**config.mk**
```make
export PLATFORM = sky130hd
export DESIGN_NAME = gray_counter_ctrl
export DESIGN_NICKNAME = d
export VERILOG_FILES = /design/src/rtl/gray_counter_ctrl.sv
export SDC_FILE = /design/constraint.sdc
export NUM_CORES = 1
export LEC_CHECK = 0
export BUFFER_PORTS_ARGS = -buffer_cell sky130_fd_sc_hd__buf_2
export CAP_MARGIN = 20
export CELL_PAD_IN_SITES_DETAIL_PLACEMENT = 2
export CELL_PAD_IN_SITES_GLOBAL_PLACEMENT = 2
export CORE_UTILIZATION = 31
export CTS_CLUSTER_SIZE = 10
export DETAILED_ROUTE_END_ITERATION = 7
export GPL_TIMING_DRIVEN = 0
export PLACE_DENSITY_LB_ADDON = 0.1
export SYNTH_ARGS = -nofsm -noshare
export SYNTH_HDL_FRONTEND = slang
export SYNTH_SLANG_ARGS = --single-unit
```
**constraint.sdc**
```tcl
create_clock -name clk -period 2.6 [get_ports clk]
set_input_delay 0.13 -clock clk [delete_from_list [all_inputs] [get_ports clk]]
set_output_delay 0.13 -clock clk [all_outputs]
set_load 0.005 [all_outputs]
```
**src/rtl/gray_counter_ctrl.sv**
```systemverilog
// N-bit Gray-code counter with a prescaler, up/down stepping, run/hold/idle
// control, parallel Gray load and optional end-stop saturation.
module gray_counter_ctrl #(
  parameter int N        = 4,
  parameter int DIV      = 100000000,
  parameter bit SATURATE = 1'b0
) (
  input  logic         clk,
  input  logic         rst,
  input  logic         clk_en,
  input  logic         start,
  input  logic         stop,
  input  logic         dir,
  input  logic         load,
  input  logic [N-1:0] load_gray,
  output logic [N-1:0] leds,
  output logic [N-1:0] bin,
  output logic         tick,
  output logic         wrap,
  output logic         running
);

  localparam int              PC_W    = (DIV > 1) ? $clog2(DIV) : 1;
  localparam logic [PC_W-1:0] PC_LAST = PC_W'(DIV - 1);

  typedef enum logic [1:0] {
    S_IDLE,
    S_RUN,
    S_HOLD
  } state_t;

  state_t          r_state;
  state_t          w_state_nxt;
  logic [PC_W-1:0] r_pc;
  logic [PC_W-1:0] w_pc_nxt;
  logic [N-1:0]    r_bin;
  logic [N-1:0]    r_leds;
  logic [N-1:0]    w_bin_nxt;
  logic            r_tick;
  logic            r_wrap;
  logic            r_running;
  logic            w_tick_nxt;
  logic            w_wrap_nxt;
  logic            w_advance;
  logic            w_step;
  logic            w_at_end;
  logic            w_enter_run;
  logic            w_enter_idle;

  function automatic logic [N-1:0] gray2bin(input logic [N-1:0] g);
    logic [N-1:0] b;
    b[N-1] = g[N-1];
    for (int i = N - 2; i >= 0; i--) begin
      b[i] = b[i+1] ^ g[i];
    end
    return b;
  endfunction

  // NOTE: every combinational output is given a default first so no path
  // leaves it unassigned, which would otherwise infer a latch.
  always_comb begin
    w_state_nxt = r_state;
    unique case (r_state)
      S_IDLE:  if (start && !stop) w_state_nxt = S_RUN;
      S_RUN:   if (stop) w_state_nxt = S_HOLD;
      S_HOLD: begin
        if (stop)       w_state_nxt = S_IDLE;
        else if (start) w_state_nxt = S_RUN;
      end
      default: w_state_nxt = S_IDLE;
    endcase
  end

  assign w_advance    = (r_state == S_RUN) && clk_en;
  assign w_step       = w_advance && (r_pc == PC_LAST);
  assign w_at_end     = dir ? (r_bin == '1) : (r_bin == '0);
  assign w_enter_run  = (r_state == S_IDLE) && (w_state_nxt == S_RUN);
  assign w_enter_idle = (r_state == S_HOLD) && (w_state_nxt == S_IDLE);

  // HOLD leaves the prescaler phase untouched so a resume continues mid-period.
  always_comb begin
    w_pc_nxt = r_pc;
    if (load || w_enter_run) begin
      w_pc_nxt = '0;
    end else if (w_advance) begin
      w_pc_nxt = w_step ? '0 : r_pc + PC_W'(1);
    end
  end

  // Load beats both the idle clear and a due step; a discarded step gives no tick.
  always_comb begin
    w_bin_nxt  = r_bin;
    w_tick_nxt = 1'b0;
    w_wrap_nxt = 1'b0;
    if (load) begin
      w_bin_nxt = gray2bin(load_gray);
    end else if (w_enter_idle) begin
      w_bin_nxt = '0;
    end else if (w_step) begin
      w_tick_nxt = 1'b1;
      if (!(w_at_end && SATURATE)) begin
        w_bin_nxt  = dir ? r_bin + N'(1) : r_bin - N'(1);
        w_wrap_nxt = w_at_end;
      end
    end
  end

  // NOTE: state registers use non-blocking assignments so every register
  // samples the pre-edge values regardless of statement order.
  always_ff @(posedge clk or negedge rst) begin
    if (!rst) begin
      r_state   <= S_IDLE;
      r_pc      <= '0;
      r_bin     <= '0;
      r_leds    <= '0;
      r_tick    <= 1'b0;
      r_wrap    <= 1'b0;
      r_running <= 1'b0;
    end else begin
      r_state   <= w_state_nxt;
      r_pc      <= w_pc_nxt;
      r_bin     <= w_bin_nxt;
      r_leds    <= w_bin_nxt ^ (w_bin_nxt >> 1);
      r_tick    <= w_tick_nxt;
      r_wrap    <= w_wrap_nxt;
      r_running <= (w_state_nxt == S_RUN);
    end
  end

  assign leds    = r_leds;
  assign bin     = r_bin;
  assign tick    = r_tick;
  assign wrap    = r_wrap;
  assign running = r_running;

endmodule

```
# Word level (Yosys, flattened, before mapping)
# Index checks and enable logic that the tools add are counted.
[totals] reg_bits=40 input_bits=11 word_cells=49
[classes] add_sub_neg=3 n_eq_ne=5 n_mux=19 n_bitwise=4 n_reduce_logical=11
[ops] operator="2-to-1 mux 27 bit" count=3
[ops] operator="adder 27 x 1 -> 27 bit (second input constant)" count=1
[ops] operator="equality test 27 bit (second input constant)" count=1
[ops] operator="2-to-1 mux 4 bit" count=4
[ops] operator="2-to-1 mux 2 bit" count=4
[ops] operator="2-to-1 mux 1 bit" count=7
[ops] operator="one-hot mux 2 bit (3 select lines)" count=1
[ops] operator="logical AND 1 bit" count=5
[ops] operator="adder 4 x 1 -> 4 bit (second input constant)" count=1
[ops] operator="equality test 2 x 1 -> 1 bit (second input constant)" count=2
[ops] operator="equality test 4 bit (second input constant)" count=1
[ops] operator="logical NOT 2 bit" count=2
[ops] operator="logical NOT 4 bit" count=1
[ops] operator="subtractor 4 x 1 -> 4 bit (second input constant)" count=1
[ops] operator="XOR 4 x 3 -> 4 bit" count=1
[ops] operator="XOR 1 bit" count=3
[ops] operator="equality test 2 bit (second input constant)" count=1
[ops] operator="nonzero test 2 bit" count=1
[ops] operator="logical NOT 1 bit" count=1
[ops] operator="logical OR 1 bit" count=1

# Logic depth before layout (Yosys ltp)
# Gate-level depths: netlist of run 1.
[depth] ltp_word=9 mapped_depth=9

# Worst setup path after synthesis of run 1
# No wires, ideal clock.
[synth_path] path_type="reg-to-reg" startpoint="register r_pc[10]" endpoint="register r_leds[1] (netlist: leds[1])" arrival_time_ns=2.252 t_required_ns=2.521 setup_slack_ns=0.268 path_stages_with_launch=8 n_path_buf=1 period_less_slack_ns=2.332 path_cell_list="dfrtp_1 > or4b_4 > nor4_4 > and4_1 > buf_4 > mux2_1 > o21ai_1 > xor2_1"
[synth_via] elab_chain_cells=6
[synth_lines] element="from (decl)" line="34" source="logic [PC_W-1:0] r_pc;"
[synth_lines] element="from (signal assigned)" line="121" source="r_pc <= w_pc_nxt;"
[synth_lines] element="equality test 27 bit" line="75" source="assign w_step = w_advance && (r_pc == PC_LAST);"
[synth_lines] element="logical AND 1 bit" line="75"
[synth_lines] element="2-to-1 mux 4 bit" line="99" source="end else if (w_step) begin"
[synth_lines] element="2-to-1 mux 4 bit" line="97" source="end else if (w_enter_idle) begin"
[synth_lines] element="2-to-1 mux 4 bit" line="95" source="if (load) begin"
[synth_lines] element="via w_bin_nxt[1]" line="38" source="logic [N-1:0] w_bin_nxt;"
[synth_lines] element="XOR 4 x 3 -> 4 bit" line="123" source="r_leds <= w_bin_nxt ^ (w_bin_nxt >> 1);"
[synth_lines] element="to (signal assigned)" line="123"
[synth_lines] element="to (decl)" line="37" source="logic [N-1:0] r_leds;"
# The timed path passes the listed nets, and every way through them passes these cells.
# A chain may end at the register's enable or synchronous reset.

# Worst setup path in the final report of run 1
[layout_path] startpoint="register r_pc[1]" endpoint="register r_leds[0] (netlist: leds[0])"
# The elaborated chain is that of the path after synthesis.

==> qor.yml, run 1 <==
run_status:
  status: "complete, but fails checks"
  failed_checks: "DRC, hold timing"
sta:
  setup_tns_ns: 0
  final_hold_viol_count: 39
  layout_setup_ws_ns: 0.116
  finalSetupViolCount: 0
  post-route-period-util_pct: 95.5
  whs_ns: -0.0395
  fin_crit_ns: 2.48
  max_freq_mhz: 403
  worst_pin_slew_ns: 0.913
  fin_worst_skew_ns: 0.00687
  slew_headroom_pct: 39.2
  slew_viol_final: 0
flow_run:
  maxCapViolations: 0
final_layout:
  final_cell_mix: "38 x dfrtp_1, 30 x nor2_1, 23 x buf_2"
  layout.nets: 271
  drive_above_1_share_pct: 17.2
  fillers: 722
  area_growth_pct: 15.2
  antennaDiodeCount: 0
  layout_commonest_cell: "dfrtp_1"
drt:
  wire_per_inst_um: 16.5
  first_pass_iters: 8
  postRouteWirelength_um: 5490
  drc: 5
  via_count: 1716
  postRouteAntennaNets: 0
  drtIter0Drc: 25
  via_per_inst: 5.15
worst_setup_path:
  cp_data_required_time_ns: 2.82
  criticalPathCategory: "reg2reg"
  start_kind: "flip-flop"
  critical_path_arrival_ns: 2.71
  crit_fanout: 6
  cp-end-kind: "flip-flop"
power_and_ir_drop:
  power_switching_uw: 349
  intPower_uw: 914
  netSwitchingFraction_pct: 27.6
  leakage_nw: 1.01
  p_per_area_nw_per_um2: 516
  ir_worst_vdd_uv: 181
  pwr-share-clk_pct: 34.2
  power_frac_seq_pct: 51.8
  combPwrFrac_pct: 14.1
global_route:
  grt_remaining_overflow: 0
  grt_max_degree: 40
  antenna_found_initial: 0
  track_usage_pct: 17.4
  grt_pass1_vias: 1929
  grt_pass1_wl_um: 9700
floorplan:
  die_y_um: 84.8
  die_w_um: 84.8
  ioPinCount: 22
  start_util_pct: 32.7
  coreArea_um2: 6490
  dieArea_um2: 7190
  rows: 29
place:
  dpl.hpwl_um: 4040
  dp_slack_ns: -0.0513
  gp_congestion: 0.699
  numPortBuffers: 20
synthesis:
  synth-seq-cells: 39
  synth_nets: 241
  avgSynthCellArea_um2: 9.40
  ys_warn_count: 0
  syn_inst: 226
  synthDistinctLibCells: 41
  synth-seq-area-share_pct: 45.9
  synth_area_um2: 2120
cts:
  clk_latency_ns: 0.30
  cts_num_sinks: 39
  hold_buffers: 0
  cts_tree: "built"
  numCtsBuffers: 5
  path_clk_slew_ns: 0.08
  cts_buffer_depth: 2
  h-tree-depth: 2
  cts-root-buf: "clkbuf_8"
worst_hold_path:
  hp-class: "in2async"
[Yosys cell counts (all sizes together)]
cell	number	share of area, %
o41ai	1	0.41
a21o	1	0.35
xor2	13	5.4
fa	1	0.94
and3	2	0.59
and2	1	0.29
or4b	2	1.3
nor2	30	5.3
buf	5	1.4
clkbuf	4	0.71
o21bai	3	1.1
o32ai	1	0.41
or2	3	0.88
mux2	1	0.53
xnor2	15	6.2
nor4	5	2.2
and4	2	0.82
nand3	11	2.6
or4bb	1	0.53
mux2i	1	0.47
a21oi	7	1.6
nand2	17	3.0
ha	3	1.8
o21ai	11	2.9
nor3	13	3.1
dfrtp	39	46
nor4b	1	0.41
inv	9	1.6
or3b	1	0.41
o2111ai	1	0.41
or3	8	2.4
nand3b	2	0.71
nand4	7	2.1
a211oi	2	0.71
nor3b	1	0.35
a31oi	1	0.29
[layout make-up]
cell class                 instances  area [um^2]  share of cell area (%)
clock buffer                       6         82.6                    3.37
buffer                             9         48.8                    1.99
inverter                           9         33.8                    1.38
multi-input combinational        169         1080                    44.2
clock inverter                     1         5.00                   0.204
sequential                        39          977                    39.9
timing repair buffer              23          123                    5.01
tap                               77         96.3                    3.94
[what timing repair did]
action | in CTS | in global routing
setup endpoints to repair | 2 | 23
buffers inserted | 0 | 3
gates resized for setup | 1 | 4
pin swaps | 0 | 4
[power groups by stage]
stage	Clock, mW	Sequential (mW)	Combinational, mW
2_1_floorplan	0	0.664	0.0955
3_3_place_gp	0	0.665	0.170
3_5_place_dp	0	0.667	0.174
4_1_cts	0.445	0.654	0.176
5_1_grt	0.468	0.659	0.204
6_report	0.432	0.653	0.178
[stage by stage]
step                      util [%]  power [mW]  cell area [um^2]  instances
final                         37.7        1.26              2450        333
after global routing          37.7        1.33              2450        333
after CTS                     37.1        1.28              2410        330
after detailed placement      35.7       0.841              2320        323
after global placement        35.7       0.835              2320        323
after floorplan                  -       0.759              2120        226
[flip-flops by register name, indices dropped and copies added (netlist names)]
register,count
running,1
r_state,2
tick,1
wrap,1
r_pc,27
bin,4
leds,3
[worst max-delay path: stages, from the launching register on]
cell,delay (ns)
dfrtp_1,0.40
ha_1,0.24
or4bb_1,0.46
nor3_1,0.22
and4_1,0.24
buf_6,0.13
mux2_2,0.36
o21ai_4,0.20
xor2_1,0.16
[cell families (layout without fill, tap and decap cells)]
family	after synthesis	in the layout	synth area share (%)
buf+inv	18	48	3.71
fa+ha+maj	4	4	2.71
xor+xnor	28	28	11.5
compound gates	28	28	8.25
mux	2	2	1.00
simple gates	107	107	26.9
flops	39	39	45.9
[routing by layer]
| metal | global-route usage (%) | up-vias | routed length [um] |
|---|---|---|---|
| li1 | - | 842 | - |
| met1 | 21.4 | 845 | 2540 |
| met2 | 30.8 | 22 | 2750 |
| met3 | 3.54 | 7 | 134 |
| met4 | 4.62 | 0 | 61 |
| met5 | 0 | - | 0 |
[worst paths after layout]
| check | from | endpoint | slack, ns | cells past startpoint |
|---|---|---|---|---|
| max in group asynchronous | rst | r_pc[10] | 2.01 | 1 |
| worst max register to register | r_pc[1] | leds[0] | 0.12 | 8 |
| worst min register to register | r_pc[0] | r_pc[0] | 0.53 | 1 |
| worst max-delay path | r_pc[1] | leds[0] | 0.12 | 8 |
| min in group clk | stop | running | 0.08 | 2 |
| worst min-delay path | rst | r_state[0] | -0.04 | 1 |
(Power assumes the default switching activity.)
==> run 2, diff against run 1 <==
==> constraint.sdc (replaced) <==
create_clock -name clk -period 2.8 [get_ports clk]
set_input_delay 0.14 -clock clk [delete_from_list [all_inputs] [get_ports clk]]
set_output_delay 0.14 -clock clk [all_outputs]
set_load 0.005 [all_outputs]
==> run 2 against run 1 <==
The flow still finishes with violations (DRC, hold timing). First-iteration DRC count increased by 16%. Setup slack gained 0.15 ns. Clock skew decreased by 0.0015 ns. Clock power decreased by 7.9%. Via count rose by 0.29%. Routed wire length fell by 0.27%. Cell count down 0.90%. Non-clock buffer count fell by 3. Die area unchanged. Sequential cell count unchanged. Design area shrank 1.4%.
==> qor.yml, run 2 (synthesis results as in run 1) <==
run_status:
  status: "complete, but fails checks"
  failed_checks: "DRC, hold timing"
power_and_ir_drop:
  pwr-share-clk_pct: 34.2  # about the same
  netSwitchingFraction_pct: 27.4  # -0.23 points
  leakage_nw: 0.991  # -1.6%
  power_frac_seq_pct: 52.2  # +0.4 points
  total_power_mw: 1.16  # -7.9%
  ir_worst_vdd_uv: 168  # -7.1%
  p_per_area_nw_per_um2: 482  # -6.6%
  intPower_uw: 844  # -7.6%
  power_switching_uw: 318  # -8.7%
  combPwrFrac_pct: 13.6  # -0.5 points
floorplan:
  coreArea_um2: 6490  # unchanged
  ioPinCount: 22  # unchanged
  die_y_um: 84.8  # unchanged
  dieArea_um2: 7190  # unchanged
  die_w_um: 84.8  # unchanged
  rows: 29  # unchanged
  start_util_pct: 32.7  # unchanged
global_route:
  track_usage_pct: 17.4  # unchanged
  grt_pass1_wl_um: 9700  # unchanged
  grt_remaining_overflow: 0  # unchanged
  antenna_found_initial: 0  # unchanged
  grt_max_degree: 40  # unchanged
  grt_pass1_vias: 1929  # unchanged
sta:
  slew_viol_final: 0  # unchanged
  final_hold_viol_count: 39  # unchanged
  max_freq_mhz: 395  # -2.0%
  finalSetupViolCount: 0  # unchanged
  fin_crit_ns: 2.53  # +0.0504 ns
  setup_tns_ns: 0  # unchanged
  rsz0062_at_grt: "false"
  slew_headroom_pct: 39.3  # +0.12 points
  fin_worst_skew_ns: 0.00532  # -0.00155 ns
  worst_pin_slew_ns: 0.911  # -0.00178 ns
  post-route-period-util_pct: 90.5  # -5.0 points
  whs_ns: -0.0308  # +0.00872 ns
cts:
  cts_tree: "built"
  hold_buffers: 0  # unchanged
  cts-root-buf: "clkbuf_8"
  cts_num_sinks: 39  # unchanged
  numCtsBuffers: 5  # unchanged
  clk_latency_ns: 0.30  # about the same
  h-tree-depth: 2  # unchanged
  path_clk_slew_ns: 0.08  # about the same
  cts_buffer_depth: 2  # unchanged
  post-cts-setup-buffers: 0  # unchanged
worst_hold_path:
  hp-class: "in2async"
drt:
  first_pass_iters: 8  # unchanged
  postRouteAntennaNets: 0  # unchanged
  drc: 5  # unchanged
  via_per_inst: 5.22  # +1.2%
  drtIter0Drc: 29  # +16%
  via_count: 1721  # +0.29%
  postRouteWirelength_um: 5480  # -0.27%
  wire_per_inst_um: 16.6  # +0.63%
final_layout:
  multi_input_area_um2: 1070  # -0.69%
  layout.nets: 268  # -1.1%
  layout_commonest_cell: "dfrtp_1"
  largest_reg_flops: 27  # unchanged
  seqCellArea_um2: 976  # -0.13%
  fillers: 725  # +0.42%
  fin_cells: 330  # -0.90%
  drive_above_1_share_pct: 15.4  # -1.8 points
  regMostFlops: "r_pc"
  final_cell_mix: "39 x dfrtp_1, 30 x nor2_1, 23 x buf_2"
  area_growth_pct: 13.5
  antennaDiodeCount: 0  # unchanged
worst_setup_path:
  criticalPathCategory: "reg2reg"
  critical_path_arrival_ns: 2.76  # +0.05 ns
  timing.rr.start: "r_pc[10]"
  cp-end-kind: "flip-flop"
  ff2ff_path_depth: 7  # -1
  cp_data_required_time_ns: 3.02  # +0.20 ns
  start_kind: "flip-flop"
  crit_fanout: 6  # unchanged
  r2r-end: "leds[0]"
  reg2reg_slack_ns: 0.27  # +0.15 ns
place:
  dpl.hpwl_um: 4040  # unchanged
  numPortBuffers: 20  # unchanged
  gp_congestion: 0.699  # unchanged
  dp_cells: 323  # unchanged
flow_run:
  maxCapViolations: 0  # unchanged
[run 2: cell types whose count changed in the layout (fill, tap and decap cells not counted)]
cell / before / now
buf_4: 4 / 2
buf_6: 1 / 0
dfrtp_1: 38 / 39
dfrtp_2: 1 / 0
mux2_1: 0 / 1
mux2_2: 1 / 0
o21ai_2: 2 / 3
o21ai_4: 1 / 0
[run 2: power groups by stage]
stage	Combinational (mW)	Clock [mW]	Sequential [mW]
2_1_floorplan	0.0886	0	0.617
3_3_place_gp	0.158	0	0.618
3_5_place_dp	0.162	0	0.619
4_1_cts	0.162	0.414	0.608
5_1_grt	0.183	0.434	0.612
6_report	0.158	0.398	0.607
[run 2: final cells by class]
| type | instances | area share [%] |
|---|---|---|
| Sequential cell | 39 | 40.5 |
| Clock inverter | 1 | 0.207 |
| Buffer | 9 | 1.87 |
| Timing Repair Buffer | 20 | 4.15 |
| Inverter | 9 | 1.40 |
| Clock buffer | 6 | 3.42 |
| Tap cell | 77 | 3.99 |
| Multi-Input combinational cell | 169 | 44.5 |
[run 2: worst max-delay path by stage]
stage          startpoint       to  slack, ns  cells after the start
3_3_place_gp     r_pc[10]  leds[0]       0.15                      7
2_1_floorplan    r_pc[10]  leds[1]       0.47                      7
5_1_grt          r_pc[10]  leds[0]       0.09                      7
4_1_cts          r_pc[10]  leds[0]       0.13                      7
6_report         r_pc[10]  leds[0]       0.27                      7
3_5_place_dp     r_pc[10]  leds[0]       0.15                      7
[run 2: stage by stage]
step	setup WS, ns	util [%]	area, um^2
after floorplan	0.468	-	2120
after global placement	0.147	35.7	2320
after detailed placement	0.149	35.7	2320
after CTS	0.127	37.1	2410
after global routing	0.0865	37.1	2410
final	0.265	37.1	2410
[run 2: timing repair]
action | CTS | global route
setup endpoints to repair | 0 | 1
hold endpoints to repair | 0 | 0
gates resized for setup | 0 | 1
[run 2: critical path, cell delays in order, from the launching register on]
cell	delay [ns]
dfrtp_1	0.45
or4b_4	0.57
nor4_4	0.34
and4_1	0.23
buf_4	0.15
mux2_1	0.35
o21ai_2	0.21
xor2_1	0.16
[run 2: layer usage]
metal | vias up | share of wire (%) | GRT usage (%)
li1 | 834 | - | -
met1 | 858 | 47 | 21.4
met2 | 22 | 49 | 30.8
met3 | 7 | 2.4 | 3.54
met4 | 0 | 1.1 | 4.62
met5 | - | 0 | 0
==> run 3, diff against run 2 <==
--- a/config.mk
+++ b/config.mk
@@ -5,6 +5,7 @@
 export SDC_FILE = /design/constraint.sdc
 export NUM_CORES = 1
 export LEC_CHECK = 0
+export ABC_AREA = 1
 export BUFFER_PORTS_ARGS = -buffer_cell sky130_fd_sc_hd__buf_2
 export CAP_MARGIN = 20
 export CELL_PAD_IN_SITES_DETAIL_PLACEMENT = 2
==> run 3 against run 2 <==
The run now ends clean. Critical path depth up 4. Via count rose by 31%. Sequential cell count unchanged. First-iteration DRC count increased by 100%. Combinational power is 25% higher. Core utilization down 0.24 points. Critical endpoint is now r_pc[20].
==> qor.yml, run 3 <==
synthesis:
  synthMuxAreaShare_pct: 0.403  # -0.60 points
  yosysTopAreaCell: "dfrtp_1"
  synth_top_family_by_area: "simple AND/OR/NAND/NOR gates"
  synth_edf_count: 0  # unchanged
  synth_common_cells: "70 x nand2_1, 48 x inv_1, 39 x dfrtp_1, 35 x nor2_1, 25 x nand3_1"
  ys_warn_count: 0  # unchanged
  synth_nets: 342  # +42%
  ys.flop_type: "dfrtp_1"
  synth-seq-area-share_pct: 39.3  # -6.7 points
  avgSynthCellArea_um2: 7.60  # -19%
  synth_top_area_share_pct: 39.3  # -6.7 points
  synth_simple_gate_area_share_pct: 36.5  # +9.6 points
  yosysMostFrequentCell: "nand2_1"
  synth_compound_area_share_pct: 8.86  # +0.62 points
  synthArstFlopShare_pct: 100  # unchanged
  synth-xor-area-share_pct: 3.17  # -8.4 points
  synthDistinctLibCells: 37  # -9.8%
  synth_area_um2: 2480  # +17%
  synth.area.top_cells: "dfrtp_1 39%, nand2_1 11%, inv_1 7.3%, nor2_1 5.3%, nand3_1 5.0%"
  synth-seq-cells: 39  # unchanged
  syn_inst: 327  # +45%
  synth_fa_ha_area_share_pct: 2.32  # -0.39 points
global_route:
  grt_max_degree: 40  # unchanged
  grt_pass1_wl_um: 12700  # +31%
  grt_pass1_vias: 2524  # +31%
  antenna_found_initial: 0  # unchanged
  grt_remaining_overflow: 0  # unchanged
  track_usage_pct: 19.6  # +2.3 points
floorplan:
  rows: 32  # +10%
  coreArea_um2: 7730  # +19%
  start_util_pct: 32.2  # -0.55 points
  die_w_um: 91.5  # +8.0%
  ioPinCount: 22  # unchanged
  dieArea_um2: 8380  # +17%
  die_y_um: 91.5  # +8.0%
sta:
  slew_headroom_pct: 72.5  # +33 points
  worst_pin_slew_ns: 0.408  # -0.503 ns
  slew_viol_final: 0  # unchanged
  fin_worst_skew_ns: 0.00837  # +0.00304 ns
  setup_tns_ns: 0  # unchanged
  post-route-period-util_pct: 67.6  # -23 points
  finalSetupViolCount: 0  # unchanged
  fin_crit_ns: 1.89  # -0.642 ns
  rsz0062_at_grt: "false"
  max_freq_mhz: 528  # +34%
  final_hold_viol_count: 0  # -100%
power_and_ir_drop:
  ir_worst_vdd_uv: 171  # +1.6%
  p_per_area_nw_per_um2: 435  # -9.7%
  intPower_uw: 880  # +4.3%
  netSwitchingFraction_pct: 29.1  # +1.7 points
  leakage_nw: 1.32  # +33%
  power_frac_seq_pct: 48.3  # -3.9 points
  total_power_mw: 1.24  # +6.8%
  combPwrFrac_pct: 15.9  # +2.3 points
  power_switching_uw: 361  # +13%
  pwr-share-clk_pct: 35.8  # +1.6 points
drt:
  postRouteWirelength_um: 7340  # +34%
  drc: 0  # -5
  via_count: 2261  # +31%
  postRouteAntennaNets: 0  # unchanged
  wire_per_inst_um: 16.0  # -3.8%
  first_pass_iters: 3  # -5
  drtIter0Drc: 58  # +100%
  via_per_inst: 4.92  # -5.8%
place:
  numPortBuffers: 21  # +5.0%
  gp_congestion: 0.744  # +6.5%
  dpl.hpwl_um: 5800  # +43%
cts:
  h-tree-depth: 2  # unchanged
  cts_num_sinks: 39  # unchanged
  cts_tree: "built"
  cts-root-buf: "clkbuf_8"
  numCtsBuffers: 5  # unchanged
  path_clk_slew_ns: 0.09  # about the same
  cts_buffer_depth: 2  # unchanged
  clk_latency_ns: 0.30  # about the same
  post_cts_resized: 0  # unchanged
  post-cts-setup-buffers: 0  # unchanged
worst_setup_path:
  criticalPathCategory: "reg2reg"
  start_kind: "flip-flop"
  cp_data_required_time_ns: 3.02  # about the same
  critical_path_arrival_ns: 2.12  # -0.64 ns
  cp-end-kind: "flip-flop"
  reg2reg_slack_ns: 0.91  # +0.64 ns
  crit_fanout: 10  # +4
final_layout:
  layout_commonest_cell: "nand2_1"
  area_growth_pct: 14.8
  largest_reg_flops: 27  # unchanged
  final_cell_mix: "70 x nand2_1, 48 x inv_1, 39 x dfrtp_1"
  drive_above_1_share_pct: 20.7  # +5.3 points
  layout.nets: 372  # +39%
  antennaDiodeCount: 0  # unchanged
  fin_util_pct: 36.9  # -0.24 points
  regMostFlops: "r_pc"
worst_hold_path:
  hp-class: "in2reg"
flow_run:
  maxCapViolations: 0  # unchanged
run_status:
  status: "finished clean"
## run 3: cell count changes after synthesis, moves of 6 or more
cell / delta
nand2_1: +53
nand3_1: +14
xnor2_1: -13
or3_1: -8
inv_1: +39
nor2_4: +6
xor2_1: -6
a21oi_1: +7
nand2_2: +10
## run 3: power groups by stage
stage	registers, mW	clock network, mW	logic, mW
2_1_floorplan	0.609	0	0.117
3_3_place_gp	0.611	0	0.192
3_5_place_dp	0.611	0	0.199
4_1_cts	0.600	0.461	0.199
5_1_grt	0.602	0.482	0.226
6_report	0.600	0.445	0.197
## run 3: kinds of logic after synthesis
family | Yosys count
XOR/XNOR | 9
AO/OA/AOI/OAI | 35
flip-flops | 39
AND/OR/NAND/NOR | 182
buffers and inverters | 57
adder cells (fa/ha/maj) | 4
multiplexers | 1
## run 3: timing repair
action	in CTS	in global routing
hold buffers	0	1
hold endpoints to repair	0	12
setup endpoints to repair	0	0
## run 3: final cells by class
type                    count  area, um^2
plain buffers               4        37.5
clock buffers               7        96.3
clock inverters             1        7.51
fillers                   931        4880
inverters                  53         199
multi-input cells         231        1270
flip-flops and latches     39         976
well taps                 102         128
repair buffers             23         135
## run 3: worst paths after layout
path,cells past startpoint,from,to
min in group asynchronous,2,rst,r_pc[17]
worst min register to register,1,r_pc[0],r_pc[0]
worst max register to register,11,r_pc[0],r_pc[20]
worst max-delay path,11,r_pc[0],r_pc[20]
worst min-delay path,2,stop,r_state[0]
max in group asynchronous,3,rst,r_pc[8]
## run 3: stage by stage
| stage | instances | cell area (um^2) | hold WS (ns) | setup WS (ns) |
|---|---|---|---|---|
| final | 460 | 2850 | 0.0439 | 0.908 |
| after detailed placement | 450 | 2720 | 0.351 | 0.900 |
| after global placement | 450 | 2720 | 0.347 | 0.959 |
| after floorplan | 327 | 2480 | -0.156 | 1.29 |
| after CTS | 458 | 2820 | 0.0180 | 0.864 |
| after global routing | 460 | 2850 | 0.0543 | 0.739 |
## run 3: worst max-delay path, stage by stage (launching register included)
cell,delay (ns)
dfrtp_1,0.44
ha_1,0.24
nand2_1,0.11
nor2_2,0.06
nand2_2,0.12
inv_2,0.09
nand3_4,0.12
nand2_4,0.08
inv_2,0.13
buf_6,0.20
nand3_2,0.08
a21oi_1,0.14
## run 3: routing by layer
metal,GRT usage [%],part of all wire [%]
met3,3.02,1.8
met4,5.16,1.2
met5,0,0
met2,35.0,51
met1,24.5,46
